==> src/rtl/video_pattern_gen_pkg.sv <==
// Shared definitions for the video pattern generator: mode and state encodings
// plus the default pixel and resolution widths that the scaler also uses.
package video_pattern_gen_pkg;

  localparam int DEF_DATA_WIDTH      = 24;
  localparam int DEF_INPUT_RES_WIDTH = 11;

  localparam logic [1:0] MODE_RAMP  = 2'd0;
  localparam logic [1:0] MODE_COORD = 2'd1;
  localparam logic [1:0] MODE_CHK   = 2'd2;
  localparam logic [1:0] MODE_BARS  = 2'd3;

  typedef enum logic [2:0] {
    ST_IDLE,
    ST_VSYNC,
    ST_ACTIVE,
    ST_HBLANK,
    ST_VBLANK,
    ST_DONE
  } state_t;

endpackage

==> src/rtl/video_pattern_gen_lut.sv <==
// Combinational pattern table: maps pixel coordinate, ramp value and mode to a
// pixel. New patterns go here without touching the timing FSM.
module video_pattern_gen_lut
  import video_pattern_gen_pkg::*;
#(
  parameter int DATA_WIDTH      = DEF_DATA_WIDTH,
  parameter int INPUT_RES_WIDTH = DEF_INPUT_RES_WIDTH,
  parameter int CHK_LOG2        = 3,
  parameter int BAR_SHIFT       = 4
) (
  input  logic [INPUT_RES_WIDTH-1:0] x,
  input  logic [INPUT_RES_WIDTH-1:0] y,
  input  logic [DATA_WIDTH-1:0]      seq,
  input  logic [1:0]                 mode,
  output logic [DATA_WIDTH-1:0]      pattern
);

  localparam int FIELD_W = DATA_WIDTH / 3;

  logic       chkOn;
  logic [2:0] bar;

  assign chkOn = x[CHK_LOG2] ^ y[CHK_LOG2];
  assign bar   = 3'(x >> BAR_SHIFT);

  always_comb begin
    pattern = '0;
    case (mode)
      MODE_RAMP:  pattern = seq;
      // Size cast zero-extends or drops MSBs of {y,x} to fit the pixel.
      MODE_COORD: pattern = DATA_WIDTH'({y, x});
      MODE_CHK:   pattern = {DATA_WIDTH{chkOn}};
      MODE_BARS:  pattern = {{FIELD_W{bar[2]}}, {FIELD_W{bar[1]}}, {FIELD_W{bar[0]}}};
      default:    pattern = '0;
    endcase
  end

endmodule

==> src/rtl/video_pattern_gen.sv <==
// VGA-style test source: frame/line sync, pixel enable and pattern data with
// programmable blanking, frame count, pixel-hold backpressure and abort.
module video_pattern_gen
  import video_pattern_gen_pkg::*;
#(
  parameter int DATA_WIDTH      = DEF_DATA_WIDTH,
  parameter int INPUT_RES_WIDTH = DEF_INPUT_RES_WIDTH,
  parameter int HBLANK_LEN      = 4,
  parameter int VBLANK_LEN      = 2,
  parameter int CHK_LOG2        = 3,
  parameter int BAR_SHIFT       = 4
) (
  input  logic                       clka,
  input  logic                       rst,
  input  logic                       en,
  input  logic                       start,
  input  logic [1:0]                 mode,
  input  logic [7:0]                 frames,
  input  logic [INPUT_RES_WIDTH-1:0] inXRes,
  input  logic [INPUT_RES_WIDTH-1:0] inYRes,
  input  logic                       hold,
  output logic [DATA_WIDTH-1:0]      dOut,
  output logic                       dOutEn,
  output logic                       oHsyn,
  output logic                       oVsyn,
  output logic                       busy,
  output logic                       done,
  output logic                       err,
  output logic [7:0]                 frame_cnt
);

  localparam int BLANK_MAX = (HBLANK_LEN > VBLANK_LEN) ? HBLANK_LEN : VBLANK_LEN;
  localparam int BLANK_W   = $clog2(BLANK_MAX + 1);
  localparam logic [BLANK_W-1:0] H_END = BLANK_W'(HBLANK_LEN - 1);
  localparam logic [BLANK_W-1:0] V_END = BLANK_W'(VBLANK_LEN - 1);

  if (DATA_WIDTH % 3 != 0) begin : gDataWidthChk
    $error("DATA_WIDTH must be a multiple of 3");
  end
  if (HBLANK_LEN < 1 || VBLANK_LEN < 1) begin : gBlankChk
    $error("HBLANK_LEN and VBLANK_LEN must be at least 1");
  end

  state_t                     state, stateNxt;
  logic [1:0]                 modeL, modeNxt;
  logic [7:0]                 framesL, framesNxt;
  logic [INPUT_RES_WIDTH-1:0] xResL, xResNxt, yResL, yResNxt;
  logic [INPUT_RES_WIDTH-1:0] xCnt, xNxt, yCnt, yNxt;
  logic [DATA_WIDTH-1:0]      seqCnt, seqNxt, seqInc, pixel;
  logic [BLANK_W-1:0]         blankCnt, blankNxt;
  logic [DATA_WIDTH-1:0]      dOutNxt;
  logic                       dOutEnNxt, oHsynNxt, oVsynNxt, busyNxt, doneNxt, errNxt;
  logic [7:0]                 frameCntNxt, frameInc;
  logic                       startOk, xLast, yLast, runEnd;

  // xCnt is the next pixel to emit, so it equals xResL right after the last one.
  assign startOk  = (inXRes != '0) && (inYRes != '0);
  assign xLast    = (xCnt == xResL);
  assign yLast    = (yCnt == yResL - 1'b1);
  assign frameInc = frame_cnt + 1'b1;
  assign runEnd   = (framesL != '0) && (frameInc == framesL);
  assign seqInc   = seqCnt + 1'b1;

  video_pattern_gen_lut #(
    .DATA_WIDTH      (DATA_WIDTH),
    .INPUT_RES_WIDTH (INPUT_RES_WIDTH),
    .CHK_LOG2        (CHK_LOG2),
    .BAR_SHIFT       (BAR_SHIFT)
  ) uLut (
    .x       (xCnt),
    .y       (yCnt),
    .seq     (seqInc),
    .mode    (modeL),
    .pattern (pixel)
  );

  // NOTE: sequential state uses non-blocking assignments so every register sees pre-edge values.
  always_ff @(posedge clka or negedge rst) begin
    if (!rst) begin
      state     <= ST_IDLE;
      modeL     <= '0;
      framesL   <= '0;
      xResL     <= '0;
      yResL     <= '0;
      xCnt      <= '0;
      yCnt      <= '0;
      seqCnt    <= '0;
      blankCnt  <= '0;
      dOut      <= '0;
      dOutEn    <= 1'b0;
      oHsyn     <= 1'b0;
      oVsyn     <= 1'b0;
      busy      <= 1'b0;
      done      <= 1'b0;
      err       <= 1'b0;
      frame_cnt <= '0;
    end else begin
      state     <= stateNxt;
      modeL     <= modeNxt;
      framesL   <= framesNxt;
      xResL     <= xResNxt;
      yResL     <= yResNxt;
      xCnt      <= xNxt;
      yCnt      <= yNxt;
      seqCnt    <= seqNxt;
      blankCnt  <= blankNxt;
      dOut      <= dOutNxt;
      dOutEn    <= dOutEnNxt;
      oHsyn     <= oHsynNxt;
      oVsyn     <= oVsynNxt;
      busy      <= busyNxt;
      done      <= doneNxt;
      err       <= errNxt;
      frame_cnt <= frameCntNxt;
    end
  end

  always_comb begin
    stateNxt = state;
    if (!en) begin
      stateNxt = ST_IDLE;
    end else begin
      case (state)
        ST_IDLE:   if (start && startOk) stateNxt = ST_VSYNC;
        ST_VSYNC:  stateNxt = ST_ACTIVE;
        ST_ACTIVE: if (dOutEn && xLast) stateNxt = yLast ? ST_VBLANK : ST_HBLANK;
        ST_HBLANK: if (blankCnt == H_END) stateNxt = ST_ACTIVE;
        ST_VBLANK: if (blankCnt == V_END) stateNxt = runEnd ? ST_DONE : ST_VSYNC;
        ST_DONE:   stateNxt = ST_IDLE;
        default:   stateNxt = ST_IDLE;
      endcase
    end
  end

  // Outputs are registered, so this computes the values for the cycle being entered.
  always_comb begin
    // NOTE: every target gets a default first so no path can infer a latch.
    dOutNxt     = dOut;
    dOutEnNxt   = 1'b0;
    oHsynNxt    = 1'b0;
    oVsynNxt    = 1'b0;
    busyNxt     = 1'b0;
    doneNxt     = 1'b0;
    errNxt      = 1'b0;
    frameCntNxt = frame_cnt;
    xNxt        = xCnt;
    yNxt        = yCnt;
    seqNxt      = seqCnt;
    blankNxt    = blankCnt;
    modeNxt     = modeL;
    framesNxt   = framesL;
    xResNxt     = xResL;
    yResNxt     = yResL;

    if (en && state == ST_IDLE && start) begin
      if (startOk) begin
        modeNxt     = mode;
        framesNxt   = frames;
        xResNxt     = inXRes;
        yResNxt     = inYRes;
        seqNxt      = '0;
        frameCntNxt = '0;
      end else begin
        errNxt = 1'b1;
      end
    end
    if (en && state == ST_VBLANK && blankCnt == V_END) frameCntNxt = frameInc;

    case (stateNxt)
      ST_VSYNC: begin
        oVsynNxt = 1'b1;
        busyNxt  = 1'b1;
        xNxt     = '0;
        yNxt     = '0;
      end
      ST_ACTIVE: begin
        busyNxt = 1'b1;
        if (!hold) begin
          dOutNxt   = pixel;
          dOutEnNxt = 1'b1;
          xNxt      = xCnt + 1'b1;
          seqNxt    = seqInc;
        end
      end
      ST_HBLANK: begin
        busyNxt = 1'b1;
        if (state != ST_HBLANK) begin
          oHsynNxt = 1'b1;
          blankNxt = '0;
          xNxt     = '0;
          yNxt     = yCnt + 1'b1;
        end else begin
          blankNxt = blankCnt + 1'b1;
        end
      end
      ST_VBLANK: begin
        busyNxt  = 1'b1;
        blankNxt = (state != ST_VBLANK) ? '0 : blankCnt + 1'b1;
      end
      ST_DONE: doneNxt = 1'b1;
      default: ;
    endcase
  end

endmodule

==> config.mk <==
export PLATFORM = sky130hd
export DESIGN_NAME = video_pattern_gen
export DESIGN_NICKNAME = d
export VERILOG_FILES = /design/src/rtl/video_pattern_gen_pkg.sv /design/src/rtl/video_pattern_gen_lut.sv /design/src/rtl/video_pattern_gen.sv
export SDC_FILE = /design/constraint.sdc
export NUM_CORES = 1
export LEC_CHECK = 0
export ABC_AREA = 1
export CAP_MARGIN = 15
export CORE_ASPECT_RATIO = 0.9
export CORE_UTILIZATION = 60
export DETAILED_ROUTE_END_ITERATION = 8
export MAX_ROUTING_LAYER = met4
export PLACE_DENSITY = 0.84
export SLEW_MARGIN = 40
export SYNTH_ARGS = -nofsm -noshare
export SYNTH_HDL_FRONTEND = slang
export SYNTH_HIERARCHICAL = 1
export SYNTH_SLANG_ARGS = --single-unit
==> constraint.sdc <==
create_clock -name clka -period 4.2 [get_ports clka]
set_clock_uncertainty 0.2 [all_clocks]
set_input_delay 1.05 -clock clka [delete_from_list [all_inputs] [get_ports clka]]
set_output_delay 1.05 -clock clka [all_outputs]
set_load 0.005 [all_outputs]
## Yosys cells after proc, flatten, opt, wreduce, memory -nomap -nowiden

Cells that the tools add are included.
Widths: inputs -> output; s select.

- Flip-flop bits (word level): 122
- Input port bits: 37
- Output and inout bits: 38

- Add/subtract/negate cells: 6
- Equality and inequality tests: 21
- Muxes and demuxes: 33
- Bitwise gates (word level): 2
- Reductions and logical operators: 24

Operators by type and width:

| kind | number |
|---|---|
| $mux 24 | 4 |
| $pmux 24 s4 | 1 |
| $mux 11 | 3 |
| $pmux 11 s3 | 1 |
| $mux 3 | 9 |
| $add 24x1->24 const B | 1 |
| $mux 8 | 3 |
| $add 11x1->11 const B | 2 |
| $eq 11x11->1 | 2 |
| $pmux 11 s2 | 1 |
| $reduce_bool 11->1 | 2 |
| $eq 3x2->1 const B | 5 |
| $pmux 3 s5 | 1 |
| $sub 11x1->11 const B | 1 |
| $eq 3x1->1 const B | 3 |
| $eq 3x3->1 const B | 3 |
| $mux 1 | 9 |
| $add 8x1->8 const B | 1 |
| $eq 8x8->1 | 1 |
| $logic_and 1x1->1 | 8 |
| $reduce_and 2->1 | 4 |
| $reduce_bool 2->1 | 4 |
| $reduce_bool 8->1 | 1 |
| $pmux 3 s2 | 1 |
| 13 further kinds | 15 |

## Longest topological paths before layout

- Word-level depth: 10
- Depth in mapped cells: 20

## Modules after synthesis

Netlist, hierarchy kept.

By module, submodules not included:

| module | times used | cells an instance | area each (µm²) | seq. area each (µm²) |
|---|---|---|---|---|
| video_pattern_gen | 1 | 888 | 6737.7 | 3052.9 |
| video_pattern_gen_lut | 1 | 89 | 412.9 | 0.0 |

## Worst setup path before layout

OpenSTA, ideal clock, no wires.

- Path kind: in2reg
- Start: input port inYRes[1]
- End: register xCnt[3]
- Library setup time: 65 ps
- Data arrival time: 2474 ps
- Required time: 3935 ps
- Slack: 1461 ps
- Stages: 12
- Path through: nor4_1 nand3_1 nand2_1 nor2_4 inv_2 nand2_1 nand3_2 nand2_2 nand3_2 buf_6 nand2_1 nand2_1

- Word-level cells in the longest chain between the ends: 9
- Elaborated cells between the ends (all ways): 14

RTL lines:

| item | RTL line | source |
|---|---|---|
| start: declaration | video_pattern_gen.sv:20 | `input logic [INPUT_RES_WIDTH-1:0] inYRes,` |
| $reduce_bool 11->1 * | video_pattern_gen.sv:57 | `assign startOk = (inXRes != '0) && (inYRes != '0);` |
| $logic_and 1x1->1 * | video_pattern_gen.sv:57 |  |
| $logic_and 1x1->1 * | video_pattern_gen.sv:124 | `ST_IDLE: if (start && startOk) stateNxt = ST_VSYNC;` |
| $mux 3 * | video_pattern_gen.sv:124 |  |
| $pmux 3 s5 * | video_pattern_gen.sv:123 | `case (state)` |
| $mux 3 * | video_pattern_gen.sv:120 | `if (!en) begin` |
| $eq 3x2->1 / $eq 3x1->1 (equally long branches) | video_pattern_gen.sv:169 | `case (stateNxt)` |
| $ne 2x2->1 (no source line) / $reduce_bool 3->1 (equally long branches) | - |  |
| $reduce_and 3->1 (no source line) | - |  |
| end signal: assignment | video_pattern_gen.sv:103 | `xCnt <= xNxt;` |
| end: declaration | video_pattern_gen.sv:48 | `logic [INPUT_RES_WIDTH-1:0] xCnt, xNxt, yCnt, yNxt;` |

Every way passes the cells marked *; elsewhere a longest branch is shown, timed or not.
A chain may end at the register's enable or synchronous reset.

## Worst setup path after layout

- Start: input port inXRes[5]
- End: register seqCnt[16]

- Word-level cells in the longest chain between the ends: 8
- Elaborated cells between the ends (all ways): 11

RTL lines:

| item | RTL line | source |
|---|---|---|
| start: declaration | video_pattern_gen.sv:19 | `input logic [INPUT_RES_WIDTH-1:0] inXRes,` |
| $reduce_bool 11->1 * | video_pattern_gen.sv:57 |  |
| $logic_and 1x1->1 * | video_pattern_gen.sv:57 |  |
| $logic_and 1x1->1 | video_pattern_gen.sv:124 |  |
| $mux 3 | video_pattern_gen.sv:124 |  |
| $pmux 3 s5 | video_pattern_gen.sv:123 |  |
| $mux 3 | video_pattern_gen.sv:120 |  |
| $eq 3x2->1 | video_pattern_gen.sv:169 |  |
| $mux 24 * | video_pattern_gen.sv:169 |  |
| net seqNxt[16] | video_pattern_gen.sv:49 | `logic [DATA_WIDTH-1:0] seqCnt, seqNxt, seqInc, pixel;` |
| end signal: assignment | video_pattern_gen.sv:105 | `seqCnt <= seqNxt;` |
| end: declaration | video_pattern_gen.sv:49 |  |

Mark *: on every way through the listed nets, which the timed path passes. The rest lies on a longest branch.

==> results.json <==
{
  "wl_per_cell_um": 14.5,
  "core-area_sq_mm": 0.0115,
  "drc": 0,
  "startpoint_type": "input port",
  "place.detailed.hpwl_um": 12300,
  "comb_power_share": 0.167,
  "routabilityCongestion": 0.877,
  "min_period_ps": 3530,
  "crit_required_ps": 4360,
  "vias_per_cell": 5.57,
  "worstPathCellList": "clkdlybuf4s50_1 -> nor4_1 -> nand3_1 -> nand2_1 -> o21ai_0 -> inv_1 -> nand2_2 -> nand2_4 -> nand3b_4 -> inv_2 -> buf_12 -> nand2_1 -> nand2_1",
  "grt_pass1_vias": 6348,
  "ys_seq_elements": 122,
  "cts.path.max_buffers": 2,
  "p_per_area_mw_per_mm2": 396,
  "synth_seq_area_share": 0.427,
  "row_count": 37,
  "grt.total_usage": 0.325,
  "dieArea_sq_mm": 0.0124,
  "final_cells": 1219,
  "crit_path_end_kind": "register",
  "ys_warn_count": 6,
  "die_x_um": 117,
  "drt_wl_total_um": 17700,
  "hold_buffers": 0,
  "p_int_mw": 2.46,
  "ys_types": 40,
  "post-place-ws_ps": 246,
  "syn_inst": 977,
  "nets": 1095,
  "synth_top_cell_by_area": "dfrtp_1",
  "cts_tree": "yes",
  "critPathSlowestCell": "nor4_1",
  "relSlewSlack": 0.496,
  "ios": 75,
  "synth_edf_count": 0,
  "p_switching_mw": 0.960,
  "htree_levels": 4,
  "initial_core_util": 0.620,
  "hold_viol": 0,
  "outcome": "finished clean",
  "antenna_found_initial": 0,
  "fin_ws_ps": 671,
  "cts_root_buf": "clkbuf_16",
  "syn-num-nets": 1022,
  "crit_family": "simple AND/OR/NAND/NOR gates",
  "drt_iter0_markers": 588,
  "setup_tns_ps": 0,
  "clock.fmax_mhz": 283,
  "cts_buffers": 17,
  "final_cell_mix": "nand2_1 (389), dfrtp_1 (122), inv_1 (84), nand3_1 (81), clkdlybuf4s50_1 (73)",
  "synth_ff_type": "dfrtp_1",
  "crit_type": "input port to register",
  "p_leak_nw": 4.22,
  "finalCritPeriodShare": 0.840,
  "power_frac_seq": 0.402,
  "worst_slew_pin_slew_ps": 755,
  "switching_share": 0.280,
  "setup_violations": 0,
  "drive_above_1_share": 0.0800,
  "synth_area_leaders": "dfrtp_1 (43%), nand2_1 (20%), nand3_1 (5.7%)",
  "cp_max_fo": 40,
  "worst_path_most_repeated_cell": "nand2_1",
  "power.share.clock": 0.431,
  "clock-sinks": 122,
  "portBuffers": 74,
  "grt-ovfl-total": 0,
  "grt_max_degree": 65,
  "synth.top_cell.area_share": 0.427,
  "ant_nets": 0,
  "cp_data_arrival_time_ps": 3690,
  "max_stage_delay_ps": 510,
  "vdd.ir_drop.worst_v": 0.000344,
  "diodes": 0,
  "first_pass_iters": 5,
  "placed_cells": 1187,
  "cts_resized": 0,
  "clk_latency_ps": 430,
  "maxCapViolations": 0,
  "hold_class": "register to register",
  "vias": 6792,
  "area_growth_pct": 21.0,
  "timing.critical_path.buf_inv": 4,
  "syn_area_sq_mm": 0.00715,
  "final_common_cell": "nand2_1",
  "synthArstFlopShare": 1.00,
  "slew_violations": 0,
  "syn_area_per_cell_sq_um": 7.32,
  "grt_pass1_wl_um": 30000,
  "die_y_um": 106,
  "rsz0062_at_grt": "false",
  "cts.reportedPaths.clkPinSlew_ps": 50,
  "cts_setup_buffers": 0
}
[sequential cells by signal, summed over array words and instances, names as in the netlist]
signal	flops
blankCnt	3
busy	1
dOut	24
dOutEn	1
done	1
err	1
frame_cnt	8
framesL	8
modeL	2
oHsyn	1
oVsyn	1
seqCnt	24
state	3
xCnt	11
xResL	11
yCnt	11
yResL	11
[layout make-up]
class | count | area [sq um]
Timing Repair Buffer | 81 | 835
Multi-Input combinational cell | 738 | 3620
Clock inverter | 4 | 51.3
Inverter | 90 | 338
Fill cell | 829 | 2870
Tap cell | 156 | 195
Clock buffer | 28 | 557
Sequential cell | 122 | 3050
[metal layers]
layer	share of wire	track usage
met2	0.48	0.505
met3	0.054	0.0730
met5	0	-
met1	0.44	0.417
met4	0.021	0.120
[synthesized netlist by cell type, types with 3 or more instances]
| cell type | instances |
|---|---|
| nand2_1 | 389 |
| dfrtp_1 | 122 |
| inv_1 | 84 |
| nand3_1 | 81 |
| nor2_1 | 54 |
| nand4_1 | 41 |
| xor2_1 | 34 |
| o21ai_0 | 27 |
| xnor2_1 | 16 |
| nor3_1 | 13 |
| nor2_2 | 12 |
| buf_2 | 10 |
| clkbuf_1 | 10 |
| ha_1 | 8 |
| nor4_1 | 8 |
| nand2_2 | 7 |
| o21ai_1 | 7 |
| inv_2 | 6 |
| o22ai_1 | 6 |
| or2_2 | 6 |
| nand3_2 | 5 |
| a21oi_1 | 3 |
| buf_4 | 3 |
| nand2_4 | 3 |
[kinds of logic (layout without fill, tap and decap cells)]
logic type               after synthesis  after routing  synth area share
XOR/XNOR                              50             50            0.0612
multiplexers                           1              1           0.00140
adder cells (fa/ha/maj)                8              8            0.0140
AO/OA/AOI/OAI                         50             50            0.0402
flip-flops                           122            122             0.427
AND/OR/NAND/NOR                      629            629             0.389
buffers and inverters                117            203            0.0668
[worst register-to-register path, stage by stage, from the launching register on]
cell and delay, ps:
dfrtp_1 390, inv_1 170, ha_1 250, nand2_1 110, inv_1 80, nand3_1 100, nand3_1 120, nand3_1 140
nor2_2 130, nand3_1 80, nand2_1 80, nand2_2 90, nand2_4 120, nand3b_4 230, inv_2 260, buf_12 230
nand2_1 100, nand2_1 70
[stage by stage]
stage | instance area, sq um | util | total power, mW | hold WS, ps
after floorplan | 7150 | - | 1.73 | 256
after global placement | 8010 | 0.695 | 1.93 | 263
after detailed placement | 8040 | 0.698 | 1.95 | 268
after CTS | 8650 | 0.750 | 3.43 | 285
after global routing | 8650 | 0.751 | 3.58 | 306
final | 8650 | 0.751 | 3.42 | 282
[final timing paths]
kind                            slack, ps                   end  cells after the start            startpoint
worst max register to register       1190  seqCnt[16]$_DFF_PN0_                     17  yResL[0]$_DFFE_PN0P_
max in group asynchronous            2690   seqCnt[2]$_DFF_PN0_                      2                   rst
min in group asynchronous             390  yResL[8]$_DFFE_PN0P_                      1                   rst
worst min-delay path                  280  dOut[21]$_DFFE_PN0P_                      2  dOut[21]$_DFFE_PN0P_
worst max-delay path                  670  seqCnt[16]$_DFF_PN0_                     13             inXRes[5]
worst min register to register        280  dOut[21]$_DFFE_PN0P_                      2  dOut[21]$_DFFE_PN0P_
[power by group through the flow]
| stage | registers (mW) | logic (mW) | clock network, mW |
|---|---|---|---|
| after floorplan | 1.37 | 0.365 | 0 |
| after global placement | 1.38 | 0.543 | 0 |
| after detailed placement | 1.39 | 0.561 | 0 |
| after CTS | 1.37 | 0.574 | 1.48 |
| after global routing | 1.39 | 0.648 | 1.54 |
| final | 1.37 | 0.574 | 1.48 |
Power figures use the tool's default switching activity.
